### src/rtl/bnn_neuron_seq_if.sv
// Shared word-addressed read port used by the multi-word BNN neuron sequencer.
// One outstanding read at a time: req/addr until gnt, then data on a later rvalid.
interface bnn_neuron_seq_if #(
    parameter int ADDR_W = 8
);
    logic              mem_req;
    logic [ADDR_W-1:0] mem_addr;
    logic              mem_gnt;
    logic              mem_rvalid;
    logic [31:0]       mem_rdata;

    modport master (
        output mem_req,
        output mem_addr,
        input  mem_gnt,
        input  mem_rvalid,
        input  mem_rdata
    );

    modport slave (
        input  mem_req,
        input  mem_addr,
        output mem_gnt,
        output mem_rvalid,
        output mem_rdata
    );
endinterface

### src/rtl/bnn_neuron_seq.sv
// Multi-word binary neuron: fetches activation/weight word pairs, XNOR-popcounts them
// with tail masking, then forms the +/-1 dot-product score and the thresholded activation.
module bnn_neuron_seq #(
    parameter int ADDR_W = 8,
    parameter int CNT_W  = 16
) (
    input  logic                clk,
    input  logic                reset,
    input  logic                start,
    input  logic [CNT_W-1:0]    n_bits,
    input  logic [31:0]         threshold,
    input  logic [ADDR_W-1:0]   act_base,
    input  logic [ADDR_W-1:0]   wgt_base,
    bnn_neuron_seq_if.master    mem,
    output logic                busy,
    output logic                done,
    output logic [CNT_W-1:0]    pop_count,
    output logic [31:0]         score,
    output logic                act_out
);

    typedef enum logic [2:0] {
        IDLE,
        FETCH_A,
        WAIT_A,
        FETCH_W,
        WAIT_W,
        FINISH
    } state_t;

    state_t              state_q, state_d;
    logic [CNT_W-1:0]    n_bits_q, n_bits_d;
    logic [CNT_W-1:0]    n_words_q, n_words_d;
    logic [31:0]         thr_q, thr_d;
    logic [ADDR_W-1:0]   act_base_q, act_base_d;
    logic [ADDR_W-1:0]   wgt_base_q, wgt_base_d;
    logic [CNT_W-1:0]    idx_q, idx_d;
    logic [CNT_W-1:0]    acc_q, acc_d;
    logic [31:0]         act_word_q, act_word_d;
    logic                done_q, done_d;
    logic [CNT_W-1:0]    pop_count_q, pop_count_d;
    logic [31:0]         score_q, score_d;
    logic                act_out_q, act_out_d;

    logic                mem_req_c;
    logic [ADDR_W-1:0]   mem_addr_c;
    logic                is_last;
    logic [4:0]          tail_bits;
    logic [31:0]         xnor_word;
    logic [31:0]         tail_mask;
    logic [31:0]         masked_word;
    logic [5:0]          word_pop;

    // Per-word datapath: only the final word of a vector that is not a multiple
    // of 32 bits carries padding bits, which must not count as matches.
    always_comb begin
        is_last     = (idx_q == (n_words_q - CNT_W'(1)));
        tail_bits   = n_bits_q[4:0];
        xnor_word   = ~(act_word_q ^ mem.mem_rdata);
        tail_mask   = '1;
        if (is_last && (tail_bits != 5'd0)) begin
            tail_mask = (32'd1 << tail_bits) - 32'd1;
        end
        masked_word = xnor_word & tail_mask;
        word_pop    = '0;
        for (int b = 0; b < 32; b++) begin
            word_pop = word_pop + 6'(masked_word[b]);
        end
    end

    always_comb begin
        state_d     = state_q;
        n_bits_d    = n_bits_q;
        n_words_d   = n_words_q;
        thr_d       = thr_q;
        act_base_d  = act_base_q;
        wgt_base_d  = wgt_base_q;
        idx_d       = idx_q;
        acc_d       = acc_q;
        act_word_d  = act_word_q;
        done_d      = 1'b0;
        pop_count_d = pop_count_q;
        score_d     = score_q;
        act_out_d   = act_out_q;
        mem_req_c   = 1'b0;
        mem_addr_c  = '0;

        case (state_q)
            IDLE: begin
                if (start) begin
                    n_bits_d    = n_bits;
                    n_words_d   = CNT_W'(({1'b0, n_bits} + (CNT_W+1)'(31)) >> 5);
                    thr_d       = threshold;
                    act_base_d  = act_base;
                    wgt_base_d  = wgt_base;
                    idx_d       = '0;
                    acc_d       = '0;
                    pop_count_d = '0;
                    score_d     = '0;
                    act_out_d   = 1'b0;
                    state_d     = (n_bits == '0) ? FINISH : FETCH_A;
                end
            end
            FETCH_A: begin
                mem_req_c  = 1'b1;
                mem_addr_c = act_base_q + ADDR_W'(idx_q);
                if (mem.mem_gnt) begin
                    state_d = WAIT_A;
                end
            end
            WAIT_A: begin
                if (mem.mem_rvalid) begin
                    act_word_d = mem.mem_rdata;
                    state_d    = FETCH_W;
                end
            end
            FETCH_W: begin
                mem_req_c  = 1'b1;
                mem_addr_c = wgt_base_q + ADDR_W'(idx_q);
                if (mem.mem_gnt) begin
                    state_d = WAIT_W;
                end
            end
            WAIT_W: begin
                if (mem.mem_rvalid) begin
                    acc_d = acc_q + CNT_W'(word_pop);
                    if (is_last) begin
                        state_d = FINISH;
                    end else begin
                        idx_d   = idx_q + CNT_W'(1);
                        state_d = FETCH_A;
                    end
                end
            end
            FINISH: begin
                // Matches minus mismatches equals 2*matches - n_bits.
                done_d      = 1'b1;
                pop_count_d = acc_q;
                score_d     = (32'(acc_q) << 1) - 32'(n_bits_q);
                act_out_d   = ($signed(score_d) >= $signed(thr_q));
                state_d     = IDLE;
            end
            default: begin
                state_d = IDLE;
            end
        endcase
    end

    always_ff @(posedge clk or posedge reset) begin
        if (reset) begin
            state_q     <= IDLE;
            n_bits_q    <= '0;
            n_words_q   <= '0;
            thr_q       <= '0;
            act_base_q  <= '0;
            wgt_base_q  <= '0;
            idx_q       <= '0;
            acc_q       <= '0;
            act_word_q  <= '0;
            done_q      <= 1'b0;
            pop_count_q <= '0;
            score_q     <= '0;
            act_out_q   <= 1'b0;
        end else begin
            state_q     <= state_d;
            n_bits_q    <= n_bits_d;
            n_words_q   <= n_words_d;
            thr_q       <= thr_d;
            act_base_q  <= act_base_d;
            wgt_base_q  <= wgt_base_d;
            idx_q       <= idx_d;
            acc_q       <= acc_d;
            act_word_q  <= act_word_d;
            done_q      <= done_d;
            pop_count_q <= pop_count_d;
            score_q     <= score_d;
            act_out_q   <= act_out_d;
        end
    end

    assign mem.mem_req  = mem_req_c;
    assign mem.mem_addr = mem_addr_c;
    assign busy         = (state_q != IDLE);
    assign done         = done_q;
    assign pop_count    = pop_count_q;
    assign score        = score_q;
    assign act_out      = act_out_q;

endmodule

### src/flat_wrapper.sv
// flat-port wrapper written by rule: the top's interface ports become plain ports
module bnn_neuron_seq_flat 
#(
    parameter int ADDR_W = 8,
    parameter int CNT_W  = 16
)
  (clk, reset, start, n_bits, threshold, act_base, wgt_base, busy, done, pop_count, score, act_out, mem_mem_req, mem_mem_addr, mem_mem_gnt, mem_mem_rvalid, mem_mem_rdata);
  bnn_neuron_seq_if #(.ADDR_W(ADDR_W)) mem_i ();
  input  logic clk;
  input  logic reset;
  input  logic start;
  input  logic [CNT_W-1:0] n_bits;
  input  logic [31:0] threshold;
  input  logic [ADDR_W-1:0] act_base;
  input  logic [ADDR_W-1:0] wgt_base;
  output logic busy;
  output logic done;
  output logic [CNT_W-1:0] pop_count;
  output logic [31:0] score;
  output logic act_out;
  output wire logic [$bits(mem_i.mem_req)-1:0] mem_mem_req;
  output wire logic [$bits(mem_i.mem_addr)-1:0] mem_mem_addr;
  input wire logic [$bits(mem_i.mem_gnt)-1:0] mem_mem_gnt;
  input wire logic [$bits(mem_i.mem_rvalid)-1:0] mem_mem_rvalid;
  input wire logic [$bits(mem_i.mem_rdata)-1:0] mem_mem_rdata;
  assign mem_mem_req = mem_i.mem_req;
  assign mem_mem_addr = mem_i.mem_addr;
  assign mem_i.mem_gnt = mem_mem_gnt;
  assign mem_i.mem_rvalid = mem_mem_rvalid;
  assign mem_i.mem_rdata = mem_mem_rdata;
  bnn_neuron_seq #(.ADDR_W(ADDR_W), .CNT_W(CNT_W)) u_core (.clk(clk), .reset(reset), .start(start), .n_bits(n_bits), .threshold(threshold), .act_base(act_base), .wgt_base(wgt_base), .mem(mem_i), .busy(busy), .done(done), .pop_count(pop_count), .score(score), .act_out(act_out));
endmodule
### config.mk
export PLATFORM = sky130hd
export DESIGN_NAME = bnn_neuron_seq_flat
export DESIGN_NICKNAME = d
export VERILOG_FILES = /design/src/rtl/bnn_neuron_seq_if.sv /design/src/rtl/bnn_neuron_seq.sv /design/src/flat_wrapper.sv
export SDC_FILE = /design/constraint.sdc
export NUM_CORES = 1
export LEC_CHECK = 0
export BUFFER_PORTS_ARGS = -buffer_cell sky130_fd_sc_hd__buf_2
export CAP_MARGIN = 20
export CORE_MARGIN = 5
export CORE_UTILIZATION = 49
export CTS_CLUSTER_DIAMETER = 60
export CTS_CLUSTER_SIZE = 30
export DETAILED_ROUTE_END_ITERATION = 10
export PLACE_DENSITY = 0.73
export SLEW_MARGIN = 20
export SYNTH_ARGS = -nofsm -noshare
export SYNTH_HDL_FRONTEND = slang
export SYNTH_SLANG_ARGS = --single-unit
### constraint.sdc
create_clock -name clk -period 11.9 [get_ports clk]
set_clock_uncertainty 0.15 [all_clocks]
set_input_delay 1.785 -clock clk [delete_from_list [all_inputs] [get_ports clk]]
set_output_delay 1.785 -clock clk [all_outputs]
set_load 0.1 [all_outputs]
==> flow_metrics.env <==
export IMPL_drv_slew=0
export IMPL_grt_overflow_total=0
export IMPL_slowest_delay_ps=570
export IMPL_cts_buffers=17
export IMPL_cp_start_kind="flip-flop"
export IMPL_dieWidth_um=165
export IMPL_min_period_ps=9630
export IMPL_period_share_pct=81.0
export IMPL_hold_ws_ps=325
export IMPL_tns_ps=0
export IMPL_grt_max_degree=114
export IMPL_yosys_most_used_dff="dfrtp_1"
export IMPL_grt_pass1_wl_mm=49.3
export IMPL_die_y_um=165
export IMPL_crit_arrival_ps=9750
export IMPL_clkTransAtPathRegs_ps=70
export IMPL_relSlewSlack_pct=34.3
export IMPL_synth_nets=1546
export IMPL_ys_types=65
export IMPL_cp_end_kind="flip-flop"
export IMPL_worst_ep_required_time_ps=12020
export IMPL_htree_num_levels=4
export IMPL_syn_instance_count=1345
export IMPL_ys_ff_latch=179
export IMPL_yosysWarnings=0
export IMPL_worstMarginPinSlew_ps=985
export IMPL_hold_buffers=0
export IMPL_cp_max_fo=31
export IMPL_fill_cells=2097
export IMPL_coreArea_um2=23600
export IMPL_path_class="flip-flop to flip-flop"
export IMPL_synthToLayoutAreaGrowth_pct=12.9
export IMPL_ys_seq_area_share_pct=37.9
export IMPL_portBuffers=160
export IMPL_gp_congestion=0.969
export IMPL_fmax_mhz=104
export IMPL_final_layout_size_suffix_gt1_share_pct=17.5
export IMPL_dp_cells=1753
export IMPL_synthesis_area_um2=11800
export IMPL_syn_mean_instance_area_um2=8.79
export IMPL_routedWlPerCell_um=16.7
export IMPL_drt_iter0_drc=799
export IMPL_first_pass_iters=8
export IMPL_finalHoldViolCount=0
export IMPL_grtUsageTotal_pct=22.5
export IMPL_clk_path_buf_depth=2
export IMPL_fin_nets=1655
export IMPL_root_buffer="clkbuf_16"
export IMPL_rsz0062_at_grt="no"
export IMPL_start_util_pct=50.1
export IMPL_final_cells=1788
export IMPL_io_pins=161
export IMPL_rows=56
export IMPL_async_flop_share_pct=100
export IMPL_hp_class="flip-flop to flip-flop"
export IMPL_vias=9934
export IMPL_critPathMostFrequentCell="fa_1"
export IMPL_synth_edf_count=0
export IMPL_clk_latency_ps=440
export IMPL_ant_nets=0
export IMPL_fp_dieArea_um2=27300
export IMPL_setup_violations=0
export IMPL_grt_pass1_vias=9851
export IMPL_fin_util_pct=56.5
export IMPL_viasPerCell=5.56
export IMPL_dp_final_hpwl_mm=21.7
export IMPL_cap_violations=0
export IMPL_status="finished clean"
export IMPL_cts_sinks=179
export IMPL_r2r_cells=29
export IMPL_grt_antenna_before_repair=2
export IMPL_routed_wl_mm=29.9
export IMPL_min_delay_path_depth=2
export IMPL_cts_tree="yes"
export IMPL_cts_setup_buffers=0
export IMPL_crit_slowest_cell="or3b_2"
export IMPL_cts_resized=0
export IMPL_drc=0
cell usage in the layout, fill, tap and decap left out, drive strengths merged, types with 3 or more instances in the layout:
master and n:
nand3 49, or4 9, mux2 40, clkinv 5
o21ai 133, a31o 11, fa 27, or3 5
inv 105, and3 4, ha 73, o2bb2ai 8
clkbuf 17, a21oi 48, o21a 7, o21bai 3
o211ai 4, nor3 28, nand2b 13, o31ai 13
nand4b 3, a211oi 6, nor2b 10, nor2 63
xnor2 69, diode 3, buf 170, nor3b 3
mux2i 9, dfrtp 179, or2 5, xor2 19
clkinvlp 4, nor4 9, and2 6, nand2 233
nand4 20, o22ai 3, a31oi 9, a21o 16
logic make-up after synthesis:
group | share of synthesized area, %
and+or+nand+nor | 18.0
AOI/OAI and AO/OA | 14.3
buffers and inverters | 6.38
DFF | 37.9
adders and majority gates | 12.3
xor gates and xnor gates | 6.52
muxes | 4.57
critical path: cells and delay by family (launching register included):
family          cells  cell delay, ps
mux                 1             380
simple gates        6            1690
flops               1             440
buf+inv             4             430
fa+ha+maj          11            4940
compound gates      7            1450
metrics by stage:
step	setup slack (ps)	area (µm²)
floorplan	2960	11800
detailed placement	2290	12700
global route	1720	13300
global placement	2580	12700
CTS	2260	13300
finish	2270	13300
cells in the mapped netlist (all sizes together) (6+ instances only):
library cell	n	area (µm²)
a211oi	6	45.0
a21o	16	120
a21oi	48	240
a31o	11	96.4
a31oi	9	56.3
and2	6	37.5
buf	28	176
clkbuf	52	195
dfrtp	179	4480
fa	27	541
ha	73	913
inv	101	379
mux2	40	450
mux2i	9	90.1
nand2	233	875
nand2b	13	81.3
nand3	49	245
nand4	20	125
nor2	63	236
nor2b	10	62.6
nor3	28	140
nor4	9	62.6
o21a	7	52.6
o21ai	133	666
o2bb2ai	8	70.1
o31ai	13	97.6
or4	9	67.6
xnor2	69	604
xor2	19	166
worst paths after layout:
kind	start	endpoint	slack, ps
worst max-delay path	u_core.n_words_q[0]	u_core.acc_q[15]	2270
worst min-delay path	u_core.act_base_q[6]	u_core.act_base_q[6]	320
worst max register to register	u_core.n_words_q[0]	u_core.acc_q[15]	2270
worst min register to register	u_core.act_base_q[6]	u_core.act_base_q[6]	320
max in group asynchronous	reset	u_core.act_word_q[24]	9050
min in group asynchronous	reset	u_core.n_words_q[11]	1380
routing by layer:
| layer | routed length (µm) | vias to the layer above | part of all wire (%) | global-route usage, % |
|---|---|---|---|---|
| met5 | 0 | - | 0 | 0 |
| met4 | 667 | 0 | 2.2 | 7.50 |
| met3 | 1720 | 58 | 5.8 | 4.79 |
| met2 | 14500 | 307 | 49 | 36.1 |
| met1 | 13000 | 4766 | 43 | 30.4 |
| li1 | - | 4803 | - | - |
registers in the layout, summed over array words and instances, names as in the netlist:
| register | flops |
|---|---|
| u_core.acc_q | 16 |
| u_core.act_base_q | 8 |
| u_core.act_out | 1 |
| u_core.act_word_q | 32 |
| u_core.done | 1 |
| u_core.idx_q | 16 |
| u_core.n_bits_q | 16 |
| u_core.n_words_q | 12 |
| u_core.pop_count | 16 |
| u_core.score | 18 |
| u_core.state_q | 3 |
| u_core.thr_q | 32 |
| u_core.wgt_base_q | 8 |
area by class of cell:
cell class	count	area (µm²)	share of cell area [%]
inverter	102	388	2.91
clock inverter	14	153	1.14
timing repair buffer	170	896	6.71
tap	319	399	2.99
multi-input combinational	984	6600	49.5
sequential	179	4480	33.6
clock buffer	17	425	3.19
antenna	3	7.51	0.0562
Power is left out: the tool's default activity adds up to more than one toggle a clock period on the data nets, which glitch-free logic cannot reach.
